[config.mk]
export PLATFORM = sky130hd
export DESIGN_NAME = wdt_mmio_responder
export DESIGN_NICKNAME = d
export VERILOG_FILES = /design/src/rtl/wdt_pkg.sv /design/src/rtl/wdt_mmio_responder_counter.sv /design/src/rtl/wdt_mmio_responder.sv
export SDC_FILE = /design/constraint.sdc
export NUM_CORES = 1
export LEC_CHECK = 0
export BUFFER_PORTS_ARGS = -buffer_cell sky130_fd_sc_hd__buf_2
export CELL_PAD_IN_SITES_DETAIL_PLACEMENT = 1
export CELL_PAD_IN_SITES_GLOBAL_PLACEMENT = 1
export CORE_MARGIN = 8
export CORE_UTILIZATION = 40
export CTS_CLUSTER_DIAMETER = 80
export DETAILED_ROUTE_END_ITERATION = 6
export PLACE_DENSITY = 0.79
export SYNTH_ARGS = -nofsm -noshare
export SYNTH_HDL_FRONTEND = slang
export SYNTH_SLANG_ARGS = --single-unit
[constraint.sdc]
create_clock -name clk -period 3.9 [get_ports clk]
set_clock_uncertainty 0.15 [all_clocks]
set_input_delay 0.195 -clock clk [delete_from_list [all_inputs] [get_ports clk]]
set_output_delay 0.195 -clock clk [all_outputs]
set_load 0.005 [all_outputs]
[src/rtl/wdt_pkg.sv]
// Watchdog MMIO peripheral shared definitions:
// register offsets, kick key, access size, FSM states, bit indices.
package wdt_pkg;

  localparam logic [4:0] OFF_CTRL   = 5'h00;
  localparam logic [4:0] OFF_LOAD   = 5'h04;
  localparam logic [4:0] OFF_KICK   = 5'h08;
  localparam logic [4:0] OFF_COUNT  = 5'h0C;
  localparam logic [4:0] OFF_STATUS = 5'h10;

  localparam logic [31:0] WIN_SIZE = 32'h14;
  localparam logic [31:0] KICK_KEY = 32'h5A5A_A5A5;
  localparam logic [2:0]  SIZE_WORD = 3'b010;

  localparam int CTRL_EN     = 0;
  localparam int CTRL_IRQ_EN = 1;
  localparam int CTRL_LOCK   = 2;

  localparam int ST_IRQ     = 0;
  localparam int ST_BADKICK = 1;
  localparam int ST_BUSERR  = 2;

  typedef enum logic [2:0] {
    DISABLED,
    RUNNING,
    WARNING,
    BITE,
    HALTED
  } wdt_state_e;

endpackage

[src/rtl/wdt_mmio_responder_counter.sv]
// Watchdog prescaler plus 32-bit down counter.
// In: clk, rst_n, reload, reload_val, run. Out: count, expire.
module wdt_counter #(
  parameter logic [31:0] DEFAULT_LOAD = 32'd1000,
  parameter logic [15:0] PRESCALE     = 16'd1
) (
  input  logic        clk,
  input  logic        rst_n,
  input  logic        reload,
  input  logic [31:0] reload_val,
  input  logic        run,
  output logic [31:0] count,
  output logic        expire
);

  logic [15:0] presc_q, presc_d;
  logic [31:0] count_q, count_d;
  logic        tick;

  assign tick   = run && (presc_q == PRESCALE - 16'd1);
  assign expire = tick && (count_q == 32'd0);
  assign count  = count_q;

  // An expiring tick leaves the count at zero; the parent
  // decides whether to reload it.
  always_comb begin
    presc_d = presc_q;
    count_d = count_q;
    if (reload) begin
      presc_d = 16'd0;
      count_d = reload_val;
    end else if (tick) begin
      presc_d = 16'd0;
      if (count_q != 32'd0)
        count_d = count_q - 32'd1;
    end else if (run) begin
      presc_d = presc_q + 16'd1;
    end
  end

  always_ff @(posedge clk) begin
    if (!rst_n) begin
      presc_q <= 16'd0;
      count_q <= DEFAULT_LOAD;
    end else begin
      presc_q <= presc_d;
      count_q <= count_d;
    end
  end

endmodule

[src/rtl/wdt_mmio_responder.sv]
// Watchdog MMIO responder: decodes word loads/stores, holds CTRL/LOAD/STATUS,
// runs an irq-then-reset timeout. Ports: bus (addr,wdata,wd_en,rd_en,op_sel,
// hit,rdata) and watchdog outputs (wdt_irq, wdt_reset_req).
module wdt_mmio_responder
  import wdt_pkg::*;
#(
  parameter logic [31:0] BASE_ADDR    = 32'h0000_1000,
  parameter logic [31:0] DEFAULT_LOAD = 32'd1000,
  parameter logic [15:0] PRESCALE     = 16'd1,
  parameter logic [7:0]  RST_PULSE    = 8'd4
) (
  input  logic        clk,
  input  logic        rst_n,
  input  logic [31:0] addr,
  input  logic [31:0] wdata,
  input  logic        wd_en,
  input  logic        rd_en,
  input  logic [2:0]  op_sel,
  output logic        hit,
  output logic [31:0] rdata,
  output logic        wdt_irq,
  output logic        wdt_reset_req
);

  wdt_state_e  state_q, state_d;
  logic [2:0]  ctrl_q, ctrl_d;
  logic [2:0]  status_q, status_d;
  logic [31:0] load_q, load_d;
  logic [7:0]  pulse_q, pulse_d;

  logic [31:0] off;
  logic [4:0]  off5;
  logic        word_ok, wr_ok, bus_err_set;
  logic        kick_wr, kick_good, kick_bad, kick_reload;
  logic        ctrl_wr, load_wr, active;
  logic        start, stop, irq_set;
  logic        cnt_reload, cnt_run, expire;
  logic [31:0] count;

  assign off  = addr - BASE_ADDR;
  assign off5 = off[4:0];
  assign hit  = (addr >= BASE_ADDR) && (off < WIN_SIZE)
             && (addr[1:0] == 2'b00);

  assign word_ok     = (op_sel == SIZE_WORD);
  assign wr_ok       = hit && wd_en && word_ok;
  assign bus_err_set = hit && (wd_en || rd_en) && !word_ok;

  assign kick_wr   = wr_ok && (off5 == OFF_KICK);
  assign kick_good = kick_wr && (wdata == KICK_KEY);
  assign kick_bad  = kick_wr && (wdata != KICK_KEY);

  assign ctrl_wr = wr_ok && (off5 == OFF_CTRL) && !ctrl_q[CTRL_LOCK];
  assign load_wr = wr_ok && (off5 == OFF_LOAD) && !ctrl_q[CTRL_LOCK];

  assign active      = (state_q == RUNNING) || (state_q == WARNING);
  assign kick_reload = active && kick_good;
  assign start = (state_q == DISABLED) && ctrl_wr
              && wdata[CTRL_EN] && !ctrl_q[CTRL_EN];
  assign stop  = active && ctrl_wr && !wdata[CTRL_EN];

  // Holding run low on a disable write freezes COUNT in that cycle.
  assign cnt_run    = active && !stop;
  assign irq_set    = (state_q == RUNNING) && expire && !kick_reload;
  assign cnt_reload = start || kick_reload || irq_set;

  wdt_counter #(
    .DEFAULT_LOAD(DEFAULT_LOAD),
    .PRESCALE    (PRESCALE)
  ) u_counter (
    .clk       (clk),
    .rst_n     (rst_n),
    .reload    (cnt_reload),
    .reload_val(load_d),
    .run       (cnt_run),
    .count     (count),
    .expire    (expire)
  );

  always_ff @(posedge clk) begin
    if (!rst_n) state_q <= DISABLED;
    else        state_q <= state_d;
  end

  always_comb begin
    state_d = state_q;
    unique case (state_q)
      DISABLED: if (start) state_d = RUNNING;
      RUNNING, WARNING: begin
        if (kick_reload)
          state_d = RUNNING;
        else if (stop)
          state_d = DISABLED;
        else if (expire)
          state_d = (state_q == RUNNING) ? WARNING : BITE;
      end
      BITE: if (pulse_q == RST_PULSE - 8'd1) state_d = HALTED;
      HALTED: state_d = HALTED;
      default: state_d = DISABLED;
    endcase
  end

  always_comb begin
    wdt_reset_req = (state_q == BITE);
    wdt_irq       = status_q[ST_IRQ] && ctrl_q[CTRL_IRQ_EN];
  end

  // Set sources are applied after W1C so a same-cycle set wins.
  always_comb begin
    ctrl_d   = ctrl_q;
    load_d   = load_q;
    status_d = status_q;
    pulse_d  = (state_q == BITE) ? pulse_q + 8'd1 : 8'd0;
    if (ctrl_wr) ctrl_d = wdata[2:0];
    if (load_wr) load_d = wdata;
    if (wr_ok && (off5 == OFF_STATUS))
      status_d = status_q & ~wdata[2:0];
    if (irq_set)     status_d[ST_IRQ]     = 1'b1;
    if (kick_bad)    status_d[ST_BADKICK] = 1'b1;
    if (bus_err_set) status_d[ST_BUSERR]  = 1'b1;
  end

  always_ff @(posedge clk) begin
    if (!rst_n) begin
      ctrl_q   <= 3'd0;
      load_q   <= DEFAULT_LOAD;
      status_q <= 3'd0;
      pulse_q  <= 8'd0;
    end else begin
      ctrl_q   <= ctrl_d;
      load_q   <= load_d;
      status_q <= status_d;
      pulse_q  <= pulse_d;
    end
  end

  always_comb begin
    rdata = 32'd0;
    if (hit && rd_en) begin
      case (off5)
        OFF_CTRL:   rdata = {29'd0, ctrl_q};
        OFF_LOAD:   rdata = load_q;
        OFF_COUNT:  rdata = count;
        OFF_STATUS: rdata = {29'd0, status_q};
        default:    rdata = 32'd0;
      endcase
    end
  end

endmodule

==> impl_results.md <==
* Post-synth EDFFs at 0
* IO Pins at 106
* Power Density at 321 nW/um2
* Min Tclk post-route at 3.58 ns
* Clock slew at reported path FFs at 0.07 ns
* CTS Buf Count at 9
* First-pass GRT wire length at 30.8 mm
* First DRT Iteration DRCs at 254
* Syn nets at 742
* Average cell area after synthesis at 8.42 um2
* Number of global-route vias before repair at 5,873
* Hold path depth at 3
* Post-synth top cells: nor2_1 (108), dfxtp_1 (97), mux2i_1 (64)
* Most frequent cell after synthesis: nor2_1
* GRT busiest layer: met2
* Core area at 13,800 um2
* Hold_sp: wdata[18]
* M3 GR Usage at just under 4%
* R2r startpoint: u_counter.count[23]
* Initial Util at 40.8%
* Biggest area consumer among synthesized cells: dfxtp_1
* Crit share post-route at 91.8%
* GR Util met1 at 25.1%
* CTS Root Cell: clkbuf_16
* Met2 usage at 37.0%
* Final GP Congestion at 0.855
* Placed Area at 6310 um2
* CP Class: input port to primary output
* Cts-stage hold buffer count at 11
* Row count at 43
* Worst hold margin at -0.00339 ns
* Pin slew with the least headroom to its limit at 0.833 ns
* Layout Nets at 850
* Yosys top cell area share at roughly 35%
* F_max at between 200 and 300 MHz
* Hold EP: load_q[18]
* Drc violations at 0
* CTS Sinks at 97
* Final Hold Viols at 1
* Worst reg2reg path depth at 7
* Grt ovf at 0
* Critical Path AT at around 3.2 ns
* Yosys cell types at 73
* Reg-to-Reg End: state_q[0]
* Critical path launch point type: input port
* Die Ht at 134 um
* Largest net degree at the start of global routing at 52
* Antenna-violating nets left at 0
* Yosys warning total at 0
* Failing checks: hold timing
* P_leak at 2.59 nW
* Chip width at 134 um
* Antenna violations before repair at 0
* Number of synthesized register bits at 97
* Dominant synthesized flop cell: dfxtp_1
* Max-cap violations at 0
* Top post-synthesis cells by area: dfxtp_1 (35%), mux2i_1 (11%), nor2_1 (7.2%)
* Unrepaired setup endpoints after global routing: no
* CP Capture Type: primary output
* Slew headroom at 44.5%
* Total power at 0.00216 W
* Post-DP HPWL at 14.3 mm
* Die area at 18,100 um2
* Post-route design area at roughly 6700 um2
* Max FO, Critical Path at 18
* Worst vdd ir at 0.162 mV
* Share of cells above drive strength 1 at 20.1%
* Final Max Slew Viols at 0
* Worst min-delay path class: input port to register
* Routed vias at 5,542
* Final setup TNS at 0 ns
* Async SR Flop Fraction at 0%
* Post-Syn Instances at 667
* Register area share after synthesis at 34.6%
* Critical Path RT at 3.56 ns
* Post-CTS setup buffers at 0
* FF-to-FF setup slack at around 0.40 ns
* Final WL at 19.0 mm
* Post-CTS Resized at 0
* Finish-stage setup viols at 0
* Antenna diode count at 0
* Status: complete, but fails checks
* Tot GR Track Use at a little over a fifth
* CTS tree: done
* Area Growth Syn to Fin at 19.6%
* WL/cell at 19.8 um
* Count of input and output buffers at about 110
* DR vias/cell at 5.77
* First drt pass iteration count at 4
* Mapped cell area at around 5600 um2
* H-tree Lvls at 3
* Clock Tree Buf Depth at 2
* Worst-Skew Late Latency at 0.36 ns
registers in the layout, summed over array words and instances (netlist names):
signal and flops:
state_q 3, status_q 3, load_q 32, u_counter.count 32, u_counter.presc_q 16, pulse_q 8, ctrl_q 3
placed cells by master (no fill, tap or decap), types with 20 or more instances in the layout:
master	n
buf_2	105
xnor2_1	28
nor3_1	32
mux2i_1	64
nand2_1	43
xor2_1	26
nor2_1	108
nand3_1	25
nor4_1	20
dfxtp_1	97
logic make-up after synthesis:
group	Yosys count	synth area share (%)
compound gates	90	11.5
xor+xnor	54	8.42
fa+ha+maj	4	0.891
buf+inv	46	4.17
flops	97	34.6
mux	64	11.4
simple gates	312	29.0
per-stage QoR:
step / instances / utilization (%) / hold slack (ns) / setup WS (ns)
6_report: 960 / 48.7 / -0.00339 / 0.319
4_1_cts: 960 / 48.7 / 0.000353 / 0.316
3_3_place_gp: 933 / 45.8 / 0.306 / 0.439
2_1_floorplan: 667 / - / 0.139 / 0.699
5_1_grt: 960 / 48.7 / 0.0128 / 0.109
3_5_place_dp: 933 / 45.8 / 0.331 / 0.293
how the worst max path moves through the flow:
stage,to,depth (start not counted),startpoint
after global placement,rdata[20],11,addr[12]
after detailed placement,u_counter.presc_q[8],11,addr[12]
final,rdata[20],11,addr[12]
after floorplan,state_q[0],7,u_counter.count[23]
after CTS,rdata[20],11,addr[12]
after global routing,rdata[14],11,addr[12]
cell type report:
class,instances,area (um2)
clock buffers,13,270
inverters,12,46.3
fillers,1686,7060
well taps,180,225
repair buffers,131,761
flip-flops and latches,97,1940
multi-input cells,524,3450
clock inverters,3,23.8
per-layer routing:
layer / up-vias / wire length [um] / share of wire, %
li1: 2642 / - / -
met1: 2731 / 8190 / 43
met2: 144 / 9440 / 50
met3: 25 / 1070 / 5.6
met4: 0 / 341 / 1.8
met5: - / 0 / 0
power breakdown:
group          switching, W  internal, W  leakage [nW]
logic              0.000145    0.0000942          1.67
clock network      0.000400     0.000487         0.138
registers         0.0000219      0.00101         0.781
critical path, cell delays in order:
cell and delay [ns]:
buf_2 0.12, nor4_4 0.46, nand4_1 0.25, or3_1 0.51
a2111o_1 0.43, clkinv_2 0.07, nand2_1 0.09, or2_1 0.53
buf_4 0.33, nor2_1 0.11, buf_2 0.12
Note: power is estimated with default switching activity, not from simulation.
